File: config.mk
export PLATFORM = sky130hd
export DESIGN_NAME = multicycle_ctrl_flat
export DESIGN_NICKNAME = d
export VERILOG_FILES = /design/src/rtl/multicycle_ctrl_if.sv /design/src/rtl/multicycle_ctrl.sv /design/src/flat_wrapper.sv
export SDC_FILE = /design/constraint.sdc
export NUM_CORES = 1
export LEC_CHECK = 0
export CAP_MARGIN = 20
export CORE_MARGIN = 5
export CORE_UTILIZATION = 32
export CTS_CLUSTER_SIZE = 14
export DETAILED_ROUTE_END_ITERATION = 16
export PLACE_DENSITY = 0.66
export SLEW_MARGIN = 40
export SYNTH_ARGS = -nofsm -noshare
export SYNTH_HDL_FRONTEND = slang
export SYNTH_SLANG_ARGS = --single-unit
File: constraint.sdc
create_clock -name clk -period 1.85 [get_ports clk]
set_input_delay 0.2775 -clock clk [delete_from_list [all_inputs] [get_ports clk]]
set_output_delay 0.2775 -clock clk [all_outputs]
set_load 0.01 [all_outputs]
File: src/rtl/multicycle_ctrl_if.sv
// Control bundle between the multicycle sequencer (master) and the
// datapath/memory side (slave).
interface multicycle_ctrl_if;
    logic [15:0] instr;
    logic        imem_ack;
    logic        dmem_ack;
    logic        br_cond;
    logic        imem_req;
    logic        dmem_req;
    logic        IRWrite;
    logic        PCWrite;
    logic        PCSrc;
    logic        RegWrite;
    logic        ALUSrc;
    logic        MemRead;
    logic        memWrite;
    logic        MemtoReg;
    logic [3:0]  ALU_operation;
    logic [2:0]  state;
    logic        hlt;
    logic [15:0] retire_cnt;

    modport master (
        input  instr, imem_ack, dmem_ack, br_cond,
        output imem_req, dmem_req, IRWrite, PCWrite, PCSrc, RegWrite, ALUSrc,
               MemRead, memWrite, MemtoReg, ALU_operation, state, hlt, retire_cnt
    );

    modport slave (
        output instr, imem_ack, dmem_ack, br_cond,
        input  imem_req, dmem_req, IRWrite, PCWrite, PCSrc, RegWrite, ALUSrc,
               MemRead, memWrite, MemtoReg, ALU_operation, state, hlt, retire_cnt
    );
endinterface

File: src/rtl/multicycle_ctrl.sv
// Multicycle CPU control sequencer: FETCH/DECODE/EXEC/MEM/WB with a sticky HALT
// and a wrapping retired-instruction counter.
module multicycle_ctrl (
    input  logic              clk,
    input  logic              rst_n,
    multicycle_ctrl_if.master bus
);
    localparam logic [3:0] OP_LW  = 4'h8;
    localparam logic [3:0] OP_SW  = 4'h9;
    localparam logic [3:0] OP_B   = 4'hC;
    localparam logic [3:0] OP_BR  = 4'hD;
    localparam logic [3:0] OP_HLT = 4'hF;

    typedef enum logic [2:0] {
        FETCH  = 3'd0,
        DECODE = 3'd1,
        EXEC   = 3'd2,
        MEM    = 3'd3,
        WB     = 3'd4,
        HALT   = 3'd5
    } state_t;

    state_t      state_q, state_d;
    logic [3:0]  opcode_q, opcode_d;
    logic [15:0] retire_q, retire_d;
    logic        hold_q;
    logic        alu_imm;

    assign alu_imm = ((opcode_q >= 4'd4) && (opcode_q <= 4'd6)) ||
                     ((opcode_q >= 4'd8) && (opcode_q <= 4'd13));

    always_ff @(posedge clk) begin
        if (!rst_n) begin
            state_q  <= FETCH;
            opcode_q <= '0;
            retire_q <= '0;
            hold_q   <= 1'b1;
        end else begin
            state_q  <= state_d;
            opcode_q <= opcode_d;
            retire_q <= retire_d;
            hold_q   <= 1'b0;
        end
    end

    // hold_q keeps every output quiet (and acks ignored) on the cycle right
    // after a reset edge, so an aborted request is only re-issued after release.
    always_comb begin
        state_d           = state_q;
        opcode_d          = opcode_q;
        retire_d          = retire_q;
        bus.imem_req      = 1'b0;
        bus.dmem_req      = 1'b0;
        bus.IRWrite       = 1'b0;
        bus.PCWrite       = 1'b0;
        bus.PCSrc         = 1'b0;
        bus.RegWrite      = 1'b0;
        bus.ALUSrc        = 1'b0;
        bus.MemRead       = 1'b0;
        bus.memWrite      = 1'b0;
        bus.MemtoReg      = 1'b0;
        bus.ALU_operation = '0;
        bus.hlt           = 1'b0;
        bus.state         = state_q;
        bus.retire_cnt    = retire_q;

        if (!hold_q) begin
            case (state_q)
                FETCH: begin
                    bus.imem_req = 1'b1;
                    if (bus.imem_ack) begin
                        bus.IRWrite = 1'b1;
                        opcode_d    = bus.instr[15:12];
                        state_d     = DECODE;
                    end
                end
                DECODE: begin
                    state_d = (opcode_q == OP_HLT) ? HALT : EXEC;
                end
                EXEC: begin
                    bus.ALU_operation = opcode_q;
                    bus.ALUSrc        = alu_imm;
                    if (opcode_q == OP_LW || opcode_q == OP_SW) begin
                        state_d = MEM;
                    end else if (opcode_q == OP_B || opcode_q == OP_BR) begin
                        bus.PCWrite = 1'b1;
                        bus.PCSrc   = bus.br_cond;
                        retire_d    = retire_q + 16'd1;
                        state_d     = FETCH;
                    end else begin
                        state_d = WB;
                    end
                end
                MEM: begin
                    bus.dmem_req      = 1'b1;
                    bus.ALU_operation = opcode_q;
                    bus.MemRead       = (opcode_q == OP_LW);
                    bus.memWrite      = (opcode_q == OP_SW);
                    if (bus.dmem_ack) begin
                        if (opcode_q == OP_LW) begin
                            state_d = WB;
                        end else begin
                            bus.PCWrite = 1'b1;
                            retire_d    = retire_q + 16'd1;
                            state_d     = FETCH;
                        end
                    end
                end
                WB: begin
                    bus.RegWrite = 1'b1;
                    bus.PCWrite  = 1'b1;
                    bus.MemtoReg = (opcode_q == OP_LW);
                    retire_d     = retire_q + 16'd1;
                    state_d      = FETCH;
                end
                HALT: begin
                    bus.hlt = 1'b1;
                end
                default: begin
                    state_d = FETCH;
                end
            endcase
        end
    end
endmodule

File: src/flat_wrapper.sv
// flat-port wrapper written by rule: the top's interface ports become plain ports
module multicycle_ctrl_flat 
  (clk, rst_n, bus_instr, bus_imem_ack, bus_dmem_ack, bus_br_cond, bus_imem_req, bus_dmem_req, bus_IRWrite, bus_PCWrite, bus_PCSrc, bus_RegWrite, bus_ALUSrc, bus_MemRead, bus_memWrite, bus_MemtoReg, bus_ALU_operation, bus_state, bus_hlt, bus_retire_cnt);
  multicycle_ctrl_if bus_i ();
  input  logic clk;
  input  logic rst_n;
  input wire logic [$bits(bus_i.instr)-1:0] bus_instr;
  input wire logic [$bits(bus_i.imem_ack)-1:0] bus_imem_ack;
  input wire logic [$bits(bus_i.dmem_ack)-1:0] bus_dmem_ack;
  input wire logic [$bits(bus_i.br_cond)-1:0] bus_br_cond;
  output wire logic [$bits(bus_i.imem_req)-1:0] bus_imem_req;
  output wire logic [$bits(bus_i.dmem_req)-1:0] bus_dmem_req;
  output wire logic [$bits(bus_i.IRWrite)-1:0] bus_IRWrite;
  output wire logic [$bits(bus_i.PCWrite)-1:0] bus_PCWrite;
  output wire logic [$bits(bus_i.PCSrc)-1:0] bus_PCSrc;
  output wire logic [$bits(bus_i.RegWrite)-1:0] bus_RegWrite;
  output wire logic [$bits(bus_i.ALUSrc)-1:0] bus_ALUSrc;
  output wire logic [$bits(bus_i.MemRead)-1:0] bus_MemRead;
  output wire logic [$bits(bus_i.memWrite)-1:0] bus_memWrite;
  output wire logic [$bits(bus_i.MemtoReg)-1:0] bus_MemtoReg;
  output wire logic [$bits(bus_i.ALU_operation)-1:0] bus_ALU_operation;
  output wire logic [$bits(bus_i.state)-1:0] bus_state;
  output wire logic [$bits(bus_i.hlt)-1:0] bus_hlt;
  output wire logic [$bits(bus_i.retire_cnt)-1:0] bus_retire_cnt;
  assign bus_i.instr = bus_instr;
  assign bus_i.imem_ack = bus_imem_ack;
  assign bus_i.dmem_ack = bus_dmem_ack;
  assign bus_i.br_cond = bus_br_cond;
  assign bus_imem_req = bus_i.imem_req;
  assign bus_dmem_req = bus_i.dmem_req;
  assign bus_IRWrite = bus_i.IRWrite;
  assign bus_PCWrite = bus_i.PCWrite;
  assign bus_PCSrc = bus_i.PCSrc;
  assign bus_RegWrite = bus_i.RegWrite;
  assign bus_ALUSrc = bus_i.ALUSrc;
  assign bus_MemRead = bus_i.MemRead;
  assign bus_memWrite = bus_i.memWrite;
  assign bus_MemtoReg = bus_i.MemtoReg;
  assign bus_ALU_operation = bus_i.ALU_operation;
  assign bus_state = bus_i.state;
  assign bus_hlt = bus_i.hlt;
  assign bus_retire_cnt = bus_i.retire_cnt;
  multicycle_ctrl u_core (.clk(clk), .rst_n(rst_n), .bus(bus_i));
endmodule
==> results.md, run 1 <==
* Remaining antenna violation count at 0
* Longest Clk Path Bufs at 2
* First-pass GRT wire length at approximately 6.9 mm
* Power Density at approximately 520 nW/µm²
* Vias in the first global route at 1417
* P_leak at 0.9112 nW
* Total wire length at approximately 4.2 mm
* Multi-input gate area at 1007 µm²
* Fillers at ~460
* Rows at 25
* WP data required at 1570 ps
* Met1 wire length at ~2 mm
* PnR worst setup slack at between 60 and 70 ps
* Ports at 55
* Clock sinks at 24
* Crit path buf inv count at 1
* Vias at about 1600
* Share of post-route cells with drive strength above 1 at 25.10%
* Number of synthesized flops with an enable pin at 0
* Number of library cell types mapped by synthesis at 43
* Syn. warnings at 0
* Synthesized instance count at 184
* Critical path's top delay family: simple AND/OR/NAND/NOR gates
* Fin Clk Skew at around 5.2 ps
* Setup TNS at 0 ps
* I/O Buffers at 42
* Worst-Margin Slew at 334.9 ps
* Critical-path top delay cell: or4b_4
* Clock slew at reported path FFs at 90 ps
* Layout Cells excl Fill at 305
* Post-place setup slack at -48.74 ps
* CP cell instances: or4b_4 > nor2_1 > clkdlybuf4s15_2
* Outcome: completed
* Overflow after GRT at 0
* Final core occ at between 40% and 50%
* Num CTS Buffers at 3
* Post-synthesis async set-or-reset flop share at 0%
* GRT Resource Usage Total at a little over an eighth
* Fin. max-slew vios at 0
* DIE AREA at 6305 µm²
* Tightest Hold Check Type: register to register
* Die width at roughly 80 µm
* Register Area at 491.7 µm²
* DRC viols at 0
* DR pass1 iterations at 4
* Cell Area, Placed at ~2200 µm²
* Seq/Total Area, Yosys at a little under a third
* Max-Slew Margin vs Limit at between 70 and 80%
* CP peak stage delay at just under 600 ps
* DR top layer: met4
* Final Hold Vio Count at 0
* Syn nets at just over 200
* Final setup viols at 0
* Crit path capture type: output pin
* Syn_area_per_cell at 8.378 µm²
* H-Tree Depth at 1
* Layout Area Growth over Synthesis at 50.08%
* # nets final at ~270
* Crit path DAT at approximately 1500 ps
* Met3 Wirelength at 156 µm
* CTS tree: done
* Tmin final at 1784 ps
* Final Wtd Congestion at 0.7918
* Largest net degree at the start of global routing at 30
* Avg Vias per Cell at roughly 5.2
* Worst-Skew Late Latency at 270 ps
* Maximum clock rate at 0.5604 GHz
* Die Ht at 79.41 µm
* Cells after DPL at between 200 and 300
* Max cap viols at 0
* Diode count at 0
* Initial Utilization at between 30% and 40%
* CP Launch Type: register
* Max FO, Critical Path at 4
* CORE AREA at around 4700 µm²
* Routed length on met2 at approximately 2.0 mm
* Cell Area, Synth at ~1500 µm²
* Drt initial violations at roughly 110
* Root Buffer: clkbuf_8
* Worst Path Class, Setup: register to output pin
* Top FF cell, synth: dfxtp_1
* Initial antenna violation count at 0
* Post-DP HPWL at roughly 2.9 mm
* Yosys reg bits at 24
* Final Cycle Share at 96.46%
* DR WL/cell at 13.75 µm
* Design area at about 2300 µm²
* VDD IR max at 249.3 µV
[metal layers]
layer | up-vias | global-route usage, %
met5 | - | 0
met4 | 0 | 4.296
met3 | 2 | 1.580
met2 | 35 | 22.05
met1 | 747 | 18.24
li1 | 801 | -
[worst register-to-register path, stage by stage, from the launching register on]
cell	delay, ps
dfxtp_2	340
buf_6	130
nor4b_4	270
buf_4	170
a31oi_4	40
buf_8	160
a2111oi_4	370
mux2i_1	210
[final timing paths]
kind                                           from  cells past startpoint  slack, ps                                      to
min reg2reg  u_core.bus.retire_cnt[15]$_SDFFE_PN0P_                      2        470  u_core.bus.retire_cnt[15]$_SDFFE_PN0P_
max reg2reg        u_core.bus.state[1]$_SDFFE_PN0P_                      7        110  u_core.bus.retire_cnt[14]$_SDFFE_PN0P_
max                 u_core.opcode_q[2]$_SDFFE_PN0P_                      3         70                            bus_MemtoReg
min          u_core.bus.retire_cnt[15]$_SDFFE_PN0P_                      2        470  u_core.bus.retire_cnt[15]$_SDFFE_PN0P_
[synthesized netlist by cell type, types with 5 or more instances]
| cell type | count | share of area [%] |
|---|---|---|
| nand3_1 | 7 | 2.3 |
| inv_1 | 7 | 1.7 |
| nand2b_1 | 13 | 5.3 |
| nor2_1 | 8 | 1.9 |
| mux2i_1 | 18 | 12 |
| buf_2 | 6 | 1.9 |
| a211oi_1 | 5 | 2.4 |
| o21ai_0 | 7 | 2.3 |
| and2_1 | 6 | 2.4 |
| a21oi_1 | 11 | 3.6 |
| and3_1 | 5 | 2.0 |
| dfxtp_1 | 24 | 31 |
| nand2_1 | 24 | 5.8 |
[kinds of logic after synthesis]
| kind of cell | count (synthesis) | synth area share (%) |
|---|---|---|
| muxes | 18 | 11.69 |
| adders and majority gates | 1 | 0.8116 |
| buffers and inverters | 20 | 5.844 |
| AOI/OAI and AO/OA | 35 | 17.05 |
| DFF | 24 | 31.17 |
| and+or+nand+nor | 86 | 33.44 |
[sequential cells by signal, summed over array words and instances, names as in the netlist]
register	flops
u_core.bus.retire_cnt	16
u_core.bus.state	3
u_core.hold_q	1
u_core.opcode_q	4
[what timing repair did]
item	4_1_cts	5_1_grt
cloned	0	0
buffers inserted	5	4
hold endpoints to repair	0	0
gates resized for setup	34	9
hold buffers	0	0
endpoints found under the setup margin	15	12
pin swaps	6	7
[final cells by class]
| type | count | share of cell area (%) |
|---|---|---|
| inverter | 8 | 1.298 |
| tap | 54 | 2.920 |
| clock inverter | 1 | 1.298 |
| sequential | 24 | 21.25 |
| clock buffer | 3 | 1.785 |
| timing repair buffer | 75 | 27.91 |
| multi-input combinational | 140 | 43.54 |
[through the flow]
step | total power [mW] | hold WS, ps
CTS | 1.224 | 478.0
floorplan | 0.6464 | 421.4
global route | 1.256 | 532.1
detailed placement | 0.7448 | 465.4
global placement | 0.7430 | 452.7
finish | 1.209 | 474.0
[layout by cell type (no fill, tap or decap), types with 3 or more instances in the layout]
cell / synthesis / layout
a211oi_1: 5 / 3
a21oi_1: 11 / 11
and2_1: 6 / 6
and3_1: 5 / 5
buf_4: 0 / 30
clkbuf_2: 0 / 3
clkbuf_8: 0 / 3
clkdlybuf4s50_1: 0 / 27
dfxtp_1: 24 / 19
dfxtp_2: 0 / 3
dlygate4sd2_1: 0 / 10
inv_1: 7 / 7
mux2i_1: 18 / 18
nand2_1: 24 / 23
nand2b_1: 13 / 13
nand3_1: 7 / 7
nand4_1: 4 / 4
nor2_1: 8 / 8
nor3_1: 3 / 3
o21ai_0: 7 / 7
o32ai_1: 3 / 3
[report_power, final]
| group | leakage (nW) | total, mW | switching (mW) | internal, mW |
|---|---|---|---|---|
| clock network | 0.0357 | 0.472 | 0.182 | 0.290 |
| registers | 0.197 | 0.546 | 0.0182 | 0.527 |
| logic | 0.679 | 0.192 | 0.0911 | 0.101 |
No activity file was read; power rests on OpenSTA's default activity.
==> run 2, diff against run 1 <==
--- a/config.mk
+++ b/config.mk
@@ -7,10 +7,10 @@
 export LEC_CHECK = 0
 export CAP_MARGIN = 20
 export CORE_MARGIN = 5
-export CORE_UTILIZATION = 32
+export CORE_UTILIZATION = 45
 export CTS_CLUSTER_SIZE = 14
 export DETAILED_ROUTE_END_ITERATION = 16
-export PLACE_DENSITY = 0.66
+export PLACE_DENSITY = 0.86
 export SLEW_MARGIN = 40
 export SYNTH_ARGS = -nofsm -noshare
 export SYNTH_HDL_FRONTEND = slang
==> results.md, run 2 (synthesized netlist as in run 1, its figures left out) <==
* Crit path capture type: output pin
* Overflow after GRT at 0
* Remaining antenna violation count at 0
* Clock slew at reported path FFs at 120 ps
* Cell Area, Placed at ~2200 µm²
* PnR worst setup slack at -23.07 ps
* Clock Power Share at between 20% and 30%
* Vias at roughly 1600
* DRC viols at 0
* Failing checks: setup timing
* Switch Pwr at 0.2630 mW
* Root Buffer: clkbuf_4
* Maximum clock rate at approximately 0.53 GHz
* Unrepaired setup endpoints after global routing: yes
* Fin Clk Skew at between 8 and 9 ps
* Worst Path Class, Setup: register to output pin
* CP cell instances: or4b_4 > nor2_4 > clkdlybuf4s15_2
* Drt initial violations at between 100 and 150
* Max reg flops at 16
* Most common cell after layout, fill and taps aside: buf_4
* Switching Fraction at a little over a quarter
* CORE AREA at between 3000 and 4000 µm²
* Vias in the first global route at 1428
* Initial Utilization at between 40% and 50%
* H-Tree Depth at 1
* GRT Resource Usage Total at between 10% and 20%
* Longest Clk Path Bufs at 2
* DR pass1 iterations at 4
* I/O Buffers at 42
* Ports at 55
* Tightest Hold Check Type: register to register
* CP Launch Type: register
* Most frequent cells in the layout: buf_4 (28), clkdlybuf4s50_1 (26), nand2_1 (23)
* DR WL/cell at 14.43 µm
* Layout Area Growth over Synthesis at 45.70%
* Setup TNS at -29.91 ps
* CP peak stage delay at roughly 600 ps
* Reg2reg path depth at 7
* Max cap viols at 0
* VDD IR max at 355.9 µV
* Fillers at 270
* DIE AREA at about 4700 µm²
* CTS tree: done
* Critical-path top delay cell: or4b_4
* Worst-Skew Late Latency at roughly 320 ps
* # nets final at around 270
* Total wire length at between 4 and 5 mm
* Internal at 0.7069 mW
* Diode count at 0
* Post-DP HPWL at 3.019 mm
* Hold path cells at 2
* Multi-input gate area at between 1000 and 1500 µm²
* Max FO, Critical Path at 4
* WP data required at between 1500 and 2000 ps
* Share of post-route cells with drive strength above 1 at 25.81%
* Flop pwr share at 55.9%
* Crit path DAT at 1600 ps
* Die width at approximately 70 µm
* Tmin final at about 1900 ps
* Rows at 21
* Outcome: finished with violations
* P_leak at approximately 0.90 nW
* Final Hold Vio Count at 0
* Comb pwr share at between 20% and 30%
* Power Density at about 430 nW/µm²
* Num CTS Buffers at 3
* Worst-Margin Slew at roughly 370 ps
* Final Cycle Share at 101.2%
* First-pass GRT wire length at 6.651 mm
* Fin. max-slew vios at 0
* Initial antenna violation count at 0
* Largest net degree at the start of global routing at 23
* Final setup viols at 2
* Final Wtd Congestion at around 0.94
* Register Area at slightly below 500 µm²
* Design area at about 2200 µm²
* Die Ht at just under 70 µm
* Max-Slew Margin vs Limit at 75.37%
* Avg Vias per Cell at roughly 5.5
* Clock sinks at 24
==> run 2: cell types whose count changed in the layout (fill, tap and decap cells not counted), sizes merged <==
cell,change
bufinv,-1
clkbuf,+1
clkdlybuf4s15,+1
clkdlybuf4s50,-1
dlygate4sd2,-5
dlymetal6s2s,+2
==> run 2: power by group through the flow <==
stage          combinational (mW)  clock (mW)  sequential (mW)
4_1_cts                     0.193       0.225            0.542
2_1_floorplan              0.0959           0            0.551
3_3_place_gp                0.183           0            0.552
3_5_place_dp                0.188           0            0.552
5_1_grt                     0.216       0.253            0.543
6_report                    0.200       0.227            0.542
==> run 2: cell type report <==
class / count / share of cell area [%]
Multi-Input combinational cell: 140 / 45.01
Timing Repair Buffer: 73 / 28.02
Sequential cell: 24 / 22.06
Tap cell: 46 / 2.563
Inverter: 8 / 1.337
Clock buffer: 3 / 1.003
==> run 2: through the flow <==
stage                     std cells  util [%]  setup slack (ps)  hold slack [ps]  total power, mW
after floorplan                 184         -             58.80            421.4           0.6464
after global placement          287     64.79            -43.35            450.8           0.7351
after detailed placement        287     64.79            -42.88            462.3           0.7402
after CTS                       293     66.44            -276.4            478.9           0.9601
after global routing            294     67.30            -85.12            506.1            1.012
final                           294     67.30            -23.07            475.4           0.9699
==> run 2: critical path, delay by kind of cell (launching register included) <==
| family | cells | cell delay (ps) |
|---|---|---|
| buffers and inverters | 1 | 230 |
| and+or+nand+nor | 2 | 720 |
| DFF | 1 | 340 |
==> run 2: path summary, 6_finish.rpt <==
path	start	endpoint	slack [ps]
worst min register to register	u_core.bus.retire_cnt[15]$_SDFFE_PN0P_	u_core.bus.retire_cnt[15]$_SDFFE_PN0P_	480
worst max-delay path	u_core.opcode_q[2]$_SDFFE_PN0P_	bus_MemtoReg	-20
worst max register to register	u_core.bus.state[0]$_SDFFE_PN0P_	u_core.bus.retire_cnt[12]$_SDFFE_PN0P_	90
worst min-delay path	u_core.bus.retire_cnt[15]$_SDFFE_PN0P_	u_core.bus.retire_cnt[15]$_SDFFE_PN0P_	480
==> run 2: what timing repair did <==
| item | in CTS | in global routing |
|---|---|---|
| resized for setup | 39 | 20 |
| pin swaps | 4 | 8 |
| setup endpoints to repair | 17 | 15 |
| setup buffers | 3 | 2 |
| hold buffers | 0 | 0 |
==> run 2: per-layer routing <==
metal / up-vias / track usage [%] / part of all wire (%)
met5: - / 0 / 0
met1: 758 / 23.61 / 41
li1: 795 / - / -
met2: 52 / 30.87 / 51
met4: 0 / 6.700 / 1.7
met3: 8 / 3.404 / 5.8
==> run 3, diff against run 2 <==
--- a/config.mk
+++ b/config.mk
@@ -8,6 +8,7 @@
 export CAP_MARGIN = 20
 export CORE_MARGIN = 5
 export CORE_UTILIZATION = 45
+export CTS_CLUSTER_DIAMETER = 80
 export CTS_CLUSTER_SIZE = 14
 export DETAILED_ROUTE_END_ITERATION = 16
 export PLACE_DENSITY = 0.86
==> results of run 3 <==
Final layout, timing and power as in run 2 (identical DEF).
